`src/rtl/gpr_operand_fetch_pkg.sv`:
```
// Shared constants for the GPR operand fetch stage.
// State encoding, register-file geometry and the zero register index.
package gpr_operand_fetch_pkg;

  localparam int DATA_WIDTH  = 32;
  localparam int INDEX_WIDTH = 5;

  localparam logic [INDEX_WIDTH-1:0] ZERO_REGISTER_INDEX = '0;

  typedef logic [1:0] state_t;

  localparam state_t IDLE  = 2'd0;
  localparam state_t READ  = 2'd1;
  localparam state_t VALID = 2'd2;

endpackage

```
`src/rtl/gpr_operand_fetch.sv`:
```
// Operand fetch between decode and execute; sole client of the GPR file.
// Port 2 is shared, with writeback taking priority over operand-B reads.
module gpr_operand_fetch #(
  parameter int DATA_WIDTH  = gpr_operand_fetch_pkg::DATA_WIDTH,
  parameter int INDEX_WIDTH = gpr_operand_fetch_pkg::INDEX_WIDTH
) (
  input  logic                   clock,
  input  logic                   reset,
  input  logic                   fetchValid,
  output logic                   fetchReady,
  input  logic [INDEX_WIDTH-1:0] sourceIndexA,
  input  logic [INDEX_WIDTH-1:0] sourceIndexB,
  output logic                   operandValid,
  input  logic                   operandReady,
  output logic [DATA_WIDTH-1:0]  operandA,
  output logic [DATA_WIDTH-1:0]  operandB,
  input  logic                   writebackValid,
  output logic                   writebackReady,
  input  logic [INDEX_WIDTH-1:0] writebackIndex,
  input  logic [DATA_WIDTH-1:0]  writebackData,
  output logic [INDEX_WIDTH-1:0] gprIndex1,
  input  logic [DATA_WIDTH-1:0]  gprReadData1,
  output logic [INDEX_WIDTH-1:0] gprIndex2,
  input  logic [DATA_WIDTH-1:0]  gprReadData2,
  output logic [DATA_WIDTH-1:0]  gprWriteData2,
  output logic                   gprWriteEnable2
);

  import gpr_operand_fetch_pkg::*;

  state_t                state_q, state_d;
  logic                  zeroA_q, zeroA_d;
  logic                  zeroB_q, zeroB_d;
  logic [DATA_WIDTH-1:0] opA_q, opA_d;
  logic [DATA_WIDTH-1:0] opB_q, opB_d;
  logic                  issue;
  logic                  slotFree;

  assign slotFree = (state_q == IDLE) ||
                    ((state_q == VALID) && operandReady);

  assign fetchReady = !reset && !writebackValid && slotFree;
  assign issue      = fetchValid && fetchReady;

  assign writebackReady  = !reset;
  assign gprIndex1       = sourceIndexA;
  assign gprIndex2       = writebackValid ? writebackIndex
                                          : sourceIndexB;
  assign gprWriteData2   = writebackData;
  assign gprWriteEnable2 = !reset && writebackValid &&
                           (writebackIndex != ZERO_REGISTER_INDEX);

  assign operandValid = (state_q == VALID);
  assign operandA     = opA_q;
  assign operandB     = opB_q;

  always_comb begin
    state_d = state_q;
    zeroA_d = zeroA_q;
    zeroB_d = zeroB_q;
    opA_d   = opA_q;
    opB_d   = opB_q;
    unique case (state_q)
      IDLE: begin
        if (issue) begin
          state_d = READ;
          zeroA_d = (sourceIndexA == ZERO_REGISTER_INDEX);
          zeroB_d = (sourceIndexB == ZERO_REGISTER_INDEX);
        end
      end
      READ: begin
        state_d = VALID;
        opA_d   = zeroA_q ? '0 : gprReadData1;
        opB_d   = zeroB_q ? '0 : gprReadData2;
      end
      VALID: begin
        if (operandReady) begin
          if (issue) begin
            state_d = READ;
            zeroA_d = (sourceIndexA == ZERO_REGISTER_INDEX);
            zeroB_d = (sourceIndexB == ZERO_REGISTER_INDEX);
          end else begin
            state_d = IDLE;
          end
        end
      end
      default: state_d = IDLE;
    endcase
  end

  always_ff @(posedge clock) begin
    if (reset) begin
      state_q <= IDLE;
      zeroA_q <= 1'b0;
      zeroB_q <= 1'b0;
      opA_q   <= '0;
      opB_q   <= '0;
    end else begin
      state_q <= state_d;
      zeroA_q <= zeroA_d;
      zeroB_q <= zeroB_d;
      opA_q   <= opA_d;
      opB_q   <= opB_d;
    end
  end

endmodule

```
`config.mk`:
```
export PLATFORM = sky130hd
export DESIGN_NAME = gpr_operand_fetch
export DESIGN_NICKNAME = d
export VERILOG_FILES = /design/src/rtl/gpr_operand_fetch_pkg.sv /design/src/rtl/gpr_operand_fetch.sv
export SDC_FILE = /design/constraint.sdc
export NUM_CORES = 1
export LEC_CHECK = 0
export CAP_MARGIN = 10
export CORE_MARGIN = 8
export CORE_UTILIZATION = 34
export CTS_CLUSTER_SIZE = 10
export DETAILED_ROUTE_END_ITERATION = 10
export PLACE_DENSITY = 0.87
export SETUP_SLACK_MARGIN = 0.02
export SLEW_MARGIN = 20
export SYNTH_ARGS = -nofsm -noshare
export SYNTH_HDL_FRONTEND = slang
export SYNTH_SLANG_ARGS = --single-unit
```
`constraint.sdc`:
```
create_clock -name clock -period 4.02 [get_ports clock]
set_clock_uncertainty 0.15 [all_clocks]
set_input_delay 0.402 -clock clock [delete_from_list [all_inputs] [get_ports clock]]
set_output_delay 0.402 -clock clock [all_outputs]
set_load 0.005 [all_outputs]
```
After elaboration in Yosys (flattened, before gate mapping)
Cells that the tools add are included.
{"block": "classes", "n_eq_ne": 4, "muxes": 13, "reduce_logical": 16}
{"op": "$mux W32", "count": 2}
{"op": "$logic_not A5 Y1", "count": 2}
{"op": "$logic_and A1 B1 Y1", "count": 6}
{"op": "$pmux W2 S3", "count": 1}
{"op": "$mux W1", "count": 5}
{"op": "$mux W5", "count": 1}
{"op": "$reduce_bool A5 Y1", "count": 1}
{"op": "$mux W2", "count": 2}
{"op": "$pmux W1 S2", "count": 2}
{"op": "$reduce_and A2 Y1", "count": 2}
{"op": "$eq A2 B1 Y1 const B", "count": 1}
{"op": "$eq A2 B2 Y1 const B", "count": 1}
{"op": "$logic_not A1 Y1", "count": 2}
{"op": "$logic_not A2 Y1", "count": 1}
{"op": "$ne A2 B1 Y1 const B", "count": 1}
{"op": "$ne A2 B2 Y1 const B", "count": 1}
{"op": "$reduce_bool A2 Y1", "count": 1}
{"op": "$logic_or A1 B1 Y1", "count": 1}
{"block": "totals", "register_bits": 68, "in_bits": 116, "out_inout_bits": 110, "wordCells": 38}

Logic depth before layout (Yosys ltp)
Gate-level depths: netlist (run 1).
{"block": "depth", "word_depth": 8, "depth_mapped": 6}

Worst setup path before layout (run 1)
Ideal clock, no wire load.
{"block": "synth_path", "kind": "input-to-output", "start": "input writebackIndex[3]", "end": "output gprWriteEnable2", "arrival_ns": 1.050, "required_ns": 3.468, "path_slack_ns": 2.418, "cell_stages": 2, "path_buffers": 0, "path_cell_list": "or3_1 > o311a_1"}
{"block": "synth_via", "elab_chain_len": 2}
{"item": "start: declaration", "line": "gpr_operand_fetch.sv:19", "source": "input logic [INDEX_WIDTH-1:0] writebackIndex,"}
{"item": "$reduce_bool A5 Y1", "line": "gpr_operand_fetch.sv:51", "source": "(writebackIndex != ZERO_REGISTER_INDEX);"}
{"item": "$logic_and A1 B1 Y1", "line": "gpr_operand_fetch.sv:50", "source": "assign gprWriteEnable2 = !reset && writebackValid &&"}
{"item": "end: declaration", "line": "gpr_operand_fetch.sv:26", "source": "output logic gprWriteEnable2"}
No other way between the ends.

Worst setup path in the final report (run 1)
Same ends and word-level chain as after synthesis.

==> results.md, run 1 <==
Run status:
- The run finished with clean final reports.

Run:
- Max-cap violations in this run came to 0.

Synthesis:
- The share of the synthesized area in the top cell type is 53.8%.
- The count of different cell masters after synthesis is 22.
- Each instance of the synthesized netlist takes up on average roughly 12 um2.
- The number of cells produced by synthesis is ~210.
- After synthesis the cells add up to roughly 2500 um2.
- The number of nets in the synthesized netlist is 330.
- The largest area contributor in the synthesized netlist is sky130_fd_sc_hd__dfxtp_1.
- The synthesis warning total is 0.
- Synthesis inferred 68 register bits.
- Ranked by total cell area, the synthesized netlist is headed by sky130_fd_sc_hd__dfxtp_1 54%, sky130_fd_sc_hd__a22o_1 22%, sky130_fd_sc_hd__buf_4 11%.
- The sequential cell area fraction in the yosys report is 53.8%.

Critical path:
- By startpoint and endpoint, the worst setup path is classified as in -> out.
- The worst register-to-register path has a setup slack of between 2 and 2.5 ns.
- The kind of start point of the critical path is a primary input.
- The data arrival time of the critical path is just under 2 ns.
- Of all nets on the critical path, the largest fanout is 2.
- STA puts the critical path data required time at roughly 3.5 ns.
- The critical path endpoint category is an output pin.

Floorplanning:
- For this design the top-level I/O count stands at roughly 230.
- The number of placement rows is 31.
- Measured along the y axis, the die boundary spans approximately 100 um.
- The initial core utilization is between 30% and 40%.
- The area of the core region is 7250 um2.
- From left edge to right edge, the die measures 102 um.
- The floorplan step defined a die boundary enclosing between 10000 and 15000 um2.

Drt:
- After detailed routing, the number of vias per cell comes to around 4.8.
- The final route contains approximately 2100 vias.
- In the final routed layout, each cell accounts on average for 18.9 um.
- The final layout contains routed wiring with a total length of roughly 8300 um.
- In the routed design, unresolved DRC markers number 0.
- The number of iterations in the first detailed-routing pass is 4.
- After the first detailed-routing iteration, the DRC count stood at 73.
- In this run the remaining antenna-violating nets after routing total 0.

Place:
- The count of buffers added on input and output ports is around 160.
- Once placement finished, the instance area stood at between 3000 and 4000 um2.
- The weighted congestion at the end of routability-driven global placement is approximately 0.75.
- The post-detailed-placement half-perimeter wirelength is 6480 um.

Pwr:
- The worst supply voltage drop on vdd is roughly 0.22 mV.
- The cell leakage power is approximately 1.6 nW.
- The total power density per cell area is between 300 and 400 nW/um2.

Final layout:
- The net count of the finished layout is around 450.
- The area growth from synthesis to layout is 62.7%.
- In the layout the commonest cells are 161 x sky130_fd_sc_hd__clkdlybuf4s50_1, 68 x sky130_fd_sc_hd__dfxtp_1, 64 x sky130_fd_sc_hd__a22o_1.
- The repair_antennas step left the layout with diodes totalling 0.
- Measured on the finished design, the core utilization comes to approximately 57%.
- The commonest non-fill, non-tap cell in the layout is sky130_fd_sc_hd__clkdlybuf4s50_1.
- In the final layout, the share of cells above drive strength 1 is ~7.6%.
- The finished cells cover about 4000 um2.
- The number of fillers in the final layout is roughly 620.

CTS:
- TritonCTS built the clock tree.
- CTS placed an instance of sky130_fd_sc_hd__clkbuf_8 at the clock tree root.
- The total CTS buffers is 9.
- The total of cells resized after clock tree synthesis is 0.
- The clock tree synthesis step divided the H-tree into 3 levels.
- For this design, the sink count on the clock tree is ~70.
- The clock passes through at most 2 buffers.
- The number of post-CTS setup repair buffers is 0.
- The clock-pin transition on the worst setup and hold timing paths is around 0.070 ns.
- The worst-skew pair later-pin latency is 0.33 ns.
- The number of buffers inserted for hold repair after clock tree synthesis is 0.

Global route:
- The most crowded layer after global routing is met2.
- Global routing consumed, on the met3 layer, 8.79% of the routing resources.
- The initial antenna violation count came to 0.
- Entering global routing, the biggest net connects 65 pins.
- The remaining global-route overflow is 0.
- The number of global-route vias before repair is ~2200.
- Global routing used between 10% and 20% of the available tracks across all layers.
- The met2 layer usage reported by global route is between 20% and 30%.
- In the global route stage, met1 resource usage came out at between 15 and 20%.
- The global-route wire length before repair is 11900 um.

Timing:
- Measured against its own limit, the worst slew margin works out to 54.6%.
- The max-slew violation count was 0.
- The final hold slack is between 0.3 and 0.4 ns.
- Setup repair after global routing left no endpoint under its margin.
- The clock period minus worst slack is around 2.5 ns.
- Timing would allow up to about 400 MHz.
- The final critical path takes up 62.1% of the cycle.
- The number of setup violations in the final report is 0.
- The slew at the pin closest to its max-slew limit is 0.681 ns.
- The final count of hold timing violations came to 0.
- Setup total negative slack on the finished layout was measured at 0 ns.

Worst hold path:
- The type of the most critical hold path is reg -> reg.
-- per-layer routing --
layer,up-vias,share of wire (%)
li1,989,-
met4,0,1.1
met2,129,48
met5,-,0
met1,972,38
met3,12,12
-- worst max-delay path, stage by stage --
cell and delay (ns):
sky130_fd_sc_hd__clkdlybuf4s50_1 0.42, sky130_fd_sc_hd__or3_1 0.37, sky130_fd_sc_hd__o311a_1 0.29, sky130_fd_sc_hd__clkdlybuf4s50_1 0.46
-- flip-flops by register name (all words and copies together) (netlist names) --
register  flops
operandB     32
zeroA_q       1
operandA     32
zeroB_q       1
state_q       2
-- path summary, 6_finish.rpt --
check / startpoint / to / cells after the start
setup / recovery: writebackIndex[3] / gprWriteEnable2 / 4
hold / removal: operandB[14] / operandB[14] / 1
setup reg to reg: state_q[1] / operandB[15] / 3
hold reg to reg: operandB[14] / operandB[14] / 1
-- kinds of logic after synthesis --
| kind of cell | after synthesis | share of synthesized area, % |
|---|---|---|
| mux | 7 | 3.01 |
| flops | 68 | 53.8 |
| buf+inv | 54 | 16.0 |
| compound gates | 66 | 22.7 |
| simple gates | 19 | 4.50 |
-- layout make-up --
| cell class | count | area (um2) | area share (%) |
|---|---|---|---|
| repair buffers | 163 | 1630 | 39.7 |
| flip-flops and latches | 68 | 1360 | 33.0 |
| multi-input cells | 92 | 781 | 18.9 |
| clock buffers | 9 | 124 | 3.01 |
| well taps | 99 | 124 | 3.01 |
| clock inverters | 6 | 88.8 | 2.16 |
| inverters | 2 | 7.51 | 0.182 |
-- cells in the mapped netlist (all sizes together) --
cell / count
or3: 1
o311a: 1
a21oi: 1
nand2: 5
nor4b: 2
mux2i: 2
mux2: 5
inv: 2
clkbuf: 1
nor2b: 1
buf: 51
nor4: 1
nand2b: 3
dfxtp: 68
nor3: 4
a22o: 64
nor2: 1
and2: 1
-- through the flow --
step           total power (W)  cells  worst slack (ns)
2_1_floorplan         0.000811    214              2.42
3_3_place_gp          0.000924    423              1.39
3_5_place_dp          0.000929    423              1.32
4_1_cts                0.00154    438              1.51
5_1_grt                0.00159    439              1.43
6_report               0.00152    439              1.52
-- power breakdown --
| part | switching (W) | internal, W |
|---|---|---|
| Combinational | 0.0000613 | 0.000142 |
| Clock | 0.000260 | 0.000347 |
| Sequential | 0.0000129 | 0.000696 |
No activity file was read; power rests on OpenSTA's default activity.
==> run 2, diff against run 1 <==
--- a/config.mk
+++ b/config.mk
@@ -7,10 +7,10 @@
 export LEC_CHECK = 0
 export CAP_MARGIN = 10
 export CORE_MARGIN = 8
-export CORE_UTILIZATION = 34
+export CORE_UTILIZATION = 28
 export CTS_CLUSTER_SIZE = 10
 export DETAILED_ROUTE_END_ITERATION = 10
-export PLACE_DENSITY = 0.87
+export PLACE_DENSITY = 0.76
 export SETUP_SLACK_MARGIN = 0.02
 export SLEW_MARGIN = 20
 export SYNTH_ARGS = -nofsm -noshare
==> constraint.sdc (replaced) <==
create_clock -name clock -period 2.05 [get_ports clock]
set_clock_uncertainty 0.15 [all_clocks]
set_input_delay 0.205 -clock clock [delete_from_list [all_inputs] [get_ports clock]]
set_output_delay 0.205 -clock clock [all_outputs]
set_load 0.005 [all_outputs]
==> run 2 against run 1 <==
Register-to-register slack worse by 1.8 ns. Worst hold slack got worse by 0.069 ns. Non-clock buffer count increased by 6. Sequential share of layout area is 0.29 points lower. Critical path type unchanged.
==> results.md, run 2 (synthesis results as in run 1) <==
Critical path:
- For this run, the slowest stage of the critical path takes roughly 0.56 ns.
- The total buffers and inverters traversed by the critical path is 2.
- At the worst endpoint, the arrival time is approximately 1.6 ns.
- Counting cells, the worst reg-to-reg path comes to 4.
- The kind of critical path is in -> out.
- In this run the worst setup path begins at reset.
- In this run the worst path has a maximum fanout of 5.
- The kind of start point of the critical path is a primary input.
- Among the stages of the critical path, the cell type that occurs most often is sky130_fd_sc_hd__clkdlybuf4s50_1.
- The endpoint required time on the critical path is 1.69 ns.
- The startpoint identified for the worst register-to-register timing path is state_q[0].
- STA classifies the critical path endpoint as an output pin.
- The largest individual stage delay along the critical path comes from the cell sky130_fd_sc_hd__clkdlybuf4s50_1.
- The signal on the critical path passes through clkdlybuf4s50_1 -> nor4b_2 -> clkdlybuf4s50_1.
- The internal reg-to-reg setup slack is about 0.43 ns.
- Broken down by cell family, the worst path's largest delay share belongs to buffers and inverters.
- The worst register-to-register path ends at operandA[18].

Drt:
- Dividing the detail-routed via count by the number of cells gives between 4 and 5.
- The detailed-route DRC error count is 0.
- The DRC violation total after the first TritonRoute iteration is 86.
- After detailed routing, the average wire length per cell comes to 18.3 um.
- Wires add up to about 8300 um.
- The remaining antenna violation count after routing is 0.
- Summing over every cut layer, the via total after detailed routing is approximately 2100.
- Before antenna repair, the detailed router went through 4 iterations.

Floorplanning:
- between 200 and 250 I/O pins were placed.
- The initialized floorplan defines 34 standard-cell rows.
- In this run the horizontal extent of the chip is 111 um.
- The die extent in y is between 100 and 150 um.
- The floorplan step defined a die boundary enclosing about 12000 um2.
- The core region is about 8800 um2.
- For this configuration, the core starts out at a cell density of between 20 and 30%.

Timing:
- For the pin with the worst max-slew slack, the measured transition is between 0.3 and 0.4 ns.
- The ratio of final minimum period to clock period is between 90% and 100%.
- Headroom to the max-slew limit came out at ~77%.
- The number of setup violations in the final report is 0.
- The final hold slack is between 0.2 and 0.3 ns.
- Based on the critical path, the design can be clocked at up to a little over 500 MHz.
- Setup repair after global routing left no endpoint under its margin.
- After layout, the minimum clock period comes to about 2 ns.
- The max-slew violation count is 0.
- The final count of hold timing violations was 0.

Global route:
- The largest net degree at the start of global routing is 39.
- The global-route wire length before repair is approximately 13000 um.
- After global routing the overflow that remains totals 0.
- The global-route usage over all layers is 13.0%.
- The number of global-route vias before repair is about 2300.
- The initial antenna violation count came to 0.

CTS:
- In this run the post-CTS setup repair buffer count came out at 0.
- The worst-skew pair later-pin latency is approximately 0.32 ns.
- The maximum level of the CTS H-tree is 3.
- Buffers inserted during clock tree synthesis total 9.
- The number of clock sinks is between 60 and 70.
- Counting along the longest clock path gives a buffer depth of 2.
- The cell at the root of the clock tree is sky130_fd_sc_hd__clkbuf_8.
- TritonCTS built the clock tree.

Run:
- The number of violations of the max-capacitance limit is 0.

Final layout:
- The diode insertion count for antenna repair is 0.
- The non-filler instance count after layout is 455.
- Leaving out fill and tap cells, the most frequent cell in the layout is sky130_fd_sc_hd__clkdlybuf4s50_1.
- The layout cell share with drive strength beyond 1 is under 10%.
- The library cells used most frequently in the layout, excluding fill and tap cells, are 159 x sky130_fd_sc_hd__clkdlybuf4s50_1, 68 x sky130_fd_sc_hd__dfxtp_1, 64 x sky130_fd_sc_hd__a22o_1.
- The net count of the finished layout is ~460.
- At the end of the flow the core is filled with cells to between 40% and 50%.
- The area growth from synthesis to layout is 64.1%.

Run status:
- The flow ran to the end, and the final reports show no timing, DRC or antenna violations.

Pwr:
- The clock network fraction of design power is between 30 and 40%.
- The completed layout was analyzed and its total power is between 0.002 and 0.003 W.
- Dividing total power by cell area gives a power density of 656 nW/um2.
- The fraction of power spent switching nets is between 20% and 30%.
- Per report_power, the combinational group accounts for 15.3% of the total.
- The power spent charging and discharging nets is roughly 0.00064 W.
- The worst supply voltage drop on vdd is ~0.29 mV.
- For this design the static power due to leakage is 1.59 nW.
- The relative contribution of sequential cells to total power is 51.0%.
- The internal power of the cells totals 0.00209 W.

Worst hold path:
- The depth of the worst hold-timing path is 0.
- The worst hold path begins at writebackData[0].
- The worst-case hold path end point is gprWriteData2[0].
- The path class of the tightest hold or removal check is in -> out.

Place:
- After detailed placement, the design holds a cell count of 439.
- After legalization and detailed placement, the total HPWL measured 6500 um.
- The weighted congestion at the end of routability-driven global placement is around 0.70.
- The total of buffers placed on input and output ports is about 160.
[run 2: layout make-up]
class | instances | area (um2)
clock inverters | 5 | 28.8
multi-input cells | 92 | 786
flip-flops and latches | 68 | 1360
repair buffers | 169 | 1710
fillers | 812 | 4610
clock buffers | 11 | 131
well taps | 108 | 135
inverters | 2 | 7.51
[run 2: metal layers]
metal / up-vias / routed length, um / share of wire [%] / global-route usage, %
met5: - / 0 / 0 / 0
met4: 0 / 238 / 2.9 / 5.87
met3: 27 / 886 / 11 / 7.31
met2: 125 / 3750 / 45 / 20.1
met1: 977 / 3440 / 41 / 14.2
li1: 1002 / - / - / -
[run 2: power by group through the flow]
stage / registers, W / clock network (W) / logic [W]
2_1_floorplan: 0.00142 / 0 / 0.000168
6_report: 0.00139 / 0.000921 / 0.000416
4_1_cts: 0.00139 / 0.000965 / 0.000423
3_5_place_dp: 0.00142 / 0 / 0.000421
5_1_grt: 0.00140 / 0.00103 / 0.000445
3_3_place_gp: 0.00142 / 0 / 0.000416
[run 2: worst max-delay path by stage]
stage / slack [ns] / cells past startpoint / to
2_1_floorplan: 0.66 / 5 / operandA[0]
3_3_place_gp: -0.06 / 4 / gprWriteEnable2
6_report: 0.11 / 3 / fetchReady
3_5_place_dp: -0.05 / 4 / gprWriteEnable2
5_1_grt: 0.08 / 4 / fetchReady
4_1_cts: 0.12 / 3 / fetchReady
[run 2: through the flow]
step                setup WS (ns)  instance area [um2]  setup TNS (ns)
floorplan                   0.656                 2530               0
global placement          -0.0597                 3990         -0.0627
detailed placement        -0.0540                 3990         -0.0941
CTS                         0.117                 4160               0
global route               0.0769                 4160               0
finish                      0.105                 4160               0
[run 2: what timing repair did]
action / in CTS / in global routing
setup endpoints to repair: 7 / 0
hold buffers: 0 / 0
resized for setup: 3 / 0
==> run 3, diff against run 2 <==
--- a/config.mk
+++ b/config.mk
@@ -7,10 +7,12 @@
 export LEC_CHECK = 0
 export CAP_MARGIN = 10
 export CORE_MARGIN = 8
-export CORE_UTILIZATION = 28
+export CORE_UTILIZATION = 29
+export CTS_BUF_LIST = sky130_fd_sc_hd__clkbuf_8
 export CTS_CLUSTER_SIZE = 10
 export DETAILED_ROUTE_END_ITERATION = 10
-export PLACE_DENSITY = 0.76
+export GPL_TIMING_DRIVEN = 0
+export PLACE_DENSITY = 0.79
 export SETUP_SLACK_MARGIN = 0.02
 export SLEW_MARGIN = 20
 export SYNTH_ARGS = -nofsm -noshare
==> run 3 against run 2 <==
First-iteration DRC count decreased by 26%. Fmax about the same. Final area increased by 14%. Critical path depth increased by 1. Wire length increased by 9.7%. Register-to-register slack improved by 0.05 ns. Combinational power increased by 31%. Critical path type unchanged. Count of clock-buffer cells in the layout decreased by 2. Flip-flop and latch count unchanged. Total power increased by 2.5%.
==> results.md, run 3 (synthesis results as in run 1) <==
Run status:
- The run finished with clean final reports.

Critical path:
- For this run, the slowest stage of the critical path takes approximately 0.42 ns.
- The total buffers and inverters traversed by the critical path is 2.
- The launch point of the worst reg-to-reg path is state_q[1].
- The critical path depth is 4.
- In this run the worst setup path begins at writebackIndex[3].
- The data arrival time of the critical path is about 1.6 ns.
- At the worst endpoint, the required time is 1.69 ns.
- The logic depth of the worst register-to-register path is 4.
- The slowest cell on the critical path is sky130_fd_sc_hd__clkdlybuf4s50_1.
- STA classifies the critical path startpoint as a primary input.
- Setup slack on the worst reg-to-reg path comes out at 0.48 ns.
- Among cell families on the critical path, the largest total delay comes from buffers and inverters.
- The highest fanout seen on the critical path is 2.
- The endpoint identified for the worst register-to-register timing path is operandB[26].
- The critical path endpoint is gprWriteEnable2.
- The worst setup path is captured at an output pin.
- The kind of critical path is in -> out.
- The critical path goes through clkdlybuf4s50_1 -> or3_1 -> o311a_1 -> dlygate4sd2_1.

Pwr:
- Summed over all cells, the static leakage comes to 1.91 nW.
- The worst-case IR drop observed on VDD is approximately 0.29 mV.
- The total power density per cell area is a little under 600 nW/um2.

Worst hold path:
- The type of the most critical hold path is in -> reg.

Global route:
- The remaining global-route overflow is 0.
- The initial antenna violation count is 0.
- Entering global routing, the biggest net connects 11 pins.
- The number of global-route vias before repair is 2561.
- The global-route wire length before repair is between 10000 and 15000 um.
- In the global route stage, overall resource usage came out at 14.3%.

CTS:
- After clock tree synthesis, the clock-pin slew on the worst setup and hold paths is around 0.06 ns.
- The worst-skew pair later-pin latency is 0.32 ns.
- The number of buffers between clock root and the deepest sink is 2.
- The maximum level of the CTS H-tree is 3.
- The total CTS buffers is 9.
- The TritonCTS clock tree is yes.
- The tree built by TritonCTS fans out to 68 sinks.
- The cell at the root of the clock tree is sky130_fd_sc_hd__clkbuf_8.

Floorplanning:
- The initial core utilization is between 20% and 30%.
- The die covers approximately 12000 um2.
- After floorplanning, the core was sized to cover approximately 8600 um2.
- The number of placement rows is 34.
- The die is around 110 um tall.
- The die is roughly 110 um wide.
- In this run the count of I/O pins placed on the die edge is ~230.

Drt:
- In the routed layout, each cell is associated on average with a via count of about 4.5.
- In the routed design, unresolved DRC markers number 0.
- After detailed routing, the total wire length is 9120 um.
- The first detailed-routing pass ran for 4 iterations.
- The routed length per instance is about 17 um.
- The remaining antenna violation count after routing is 0.
- The DRC violation total after the first TritonRoute iteration is 64.
- The detailed-route via count is 2361.

Final layout:
- The library cell used most frequently in the layout, excluding fill and tap cells, is sky130_fd_sc_hd__clkdlybuf4s50_1.
- The diode insertion count for antenna repair is 0.
- The net count of the finished layout is around 530.
- The layout cell share with drive strength beyond 1 is about 17%.
- Compared with the post-synthesis result, the final layout area differs by 86.9%.
- Cells fill 55.1% of the core in the end.
- In the layout the commonest cells are 190 x sky130_fd_sc_hd__clkdlybuf4s50_1, 68 x sky130_fd_sc_hd__dfxtp_1, 64 x sky130_fd_sc_hd__a22o_1.

Timing:
- Static timing analysis puts the maximum clock frequency at 514 MHz.
- The final count of hold timing violations was 0.
- The max-slew violation count is 0.
- At the pin with the least slew margin, the transition time is 0.438 ns.
- Setup repair after global routing left no endpoint under its margin.
- The number of setup violations in the final report is 0.
- The worst slew margin relative to its limit is a little over two thirds.
- The ratio of final minimum period to clock period is between 90% and 100%.
- After layout, the minimum clock period comes to 1.94 ns.
- The final-layout setup total negative slack is 0 ns.

Place:
- During placement, the flow inserted port buffers numbering ~190.
- The congestion estimate from routability-driven global placement came to about 0.74.
- After legalization and detailed placement, the total HPWL measured 7600 um.

Run:
- The number of violations of the max-capacitance limit is 0.
-- run 3: cell types whose count changed in the layout (fill, tap and decap cells not counted), sizes merged --
cell | before | now
dlygate4sd3 | 0 | 1
clkinv | 5 | 4
buf | 8 | 51
dlygate4sd2 | 2 | 1
clkdlybuf4s50 | 159 | 190
clkbuf | 11 | 10
-- run 3: layout make-up --
| type | count | area [um2] |
|---|---|---|
| fillers | 731 | 3860 |
| repair buffers | 192 | 1920 |
| flip-flops and latches | 68 | 1360 |
| multi-input cells | 92 | 766 |
| plain buffers | 52 | 398 |
| well taps | 108 | 135 |
| clock buffers | 9 | 124 |
| clock inverters | 4 | 20.0 |
| inverters | 2 | 7.51 |
-- run 3: per-stage QoR --
stage          cell area, um2  hold WS [ns]  setup slack, ns  power [W]  cells
2_1_floorplan            2530         0.180            0.656    0.00159    214
3_3_place_gp             4580         0.303          -0.0618    0.00196    513
3_5_place_dp             4580         0.310          -0.0768    0.00197    513
4_1_cts                  4730        0.0744           0.0734    0.00284    527
5_1_grt                  4730         0.103           0.0201    0.00293    527
6_report                 4730        0.0963            0.106    0.00280    527
-- run 3: worst reg2reg max path: cells and delay by family, from the launching register on --
| family | cells | cell delay [ns] |
|---|---|---|
| AOI/OAI and AO/OA | 1 | 0.17 |
| buffers and inverters | 1 | 0.30 |
| DFF | 1 | 0.32 |
| and+or+nand+nor | 2 | 0.58 |
-- run 3: worst min path at each step --
stage                          startpoint  cells after the start          end
after global routing                reset                      4      zeroA_q
after global placement              reset                      2   state_q[1]
final                               reset                      4      zeroB_q
after CTS                           reset                      4      zeroB_q
after detailed placement            reset                      2   state_q[1]
after floorplan           gprReadData1[0]                      1  operandA[0]
-- run 3: timing repair --
action                                  in CTS  in global routing
hold buffers                                 1                  0
endpoints found under the setup margin       1                  0
resized for setup                            1                  0
setup buffers                                0                  0
hold endpoints to repair                     1                  0
-- run 3: layer usage --
layer	vias up	global-route usage [%]	share of wire [%]	routed length, um
met5	-	0	0	0
met4	0	4.34	0.86	78
met3	6	9.14	15	1340
met2	139	23.7	48	4350
met1	1064	14.4	37	3360
li1	1152	-	-	-
-- run 3: power breakdown --
group	internal (W)	total, W	switching, W
clock network	0.000410	0.000861	0.000451
logic	0.000391	0.000545	0.000154
registers	0.00137	0.00139	0.0000235
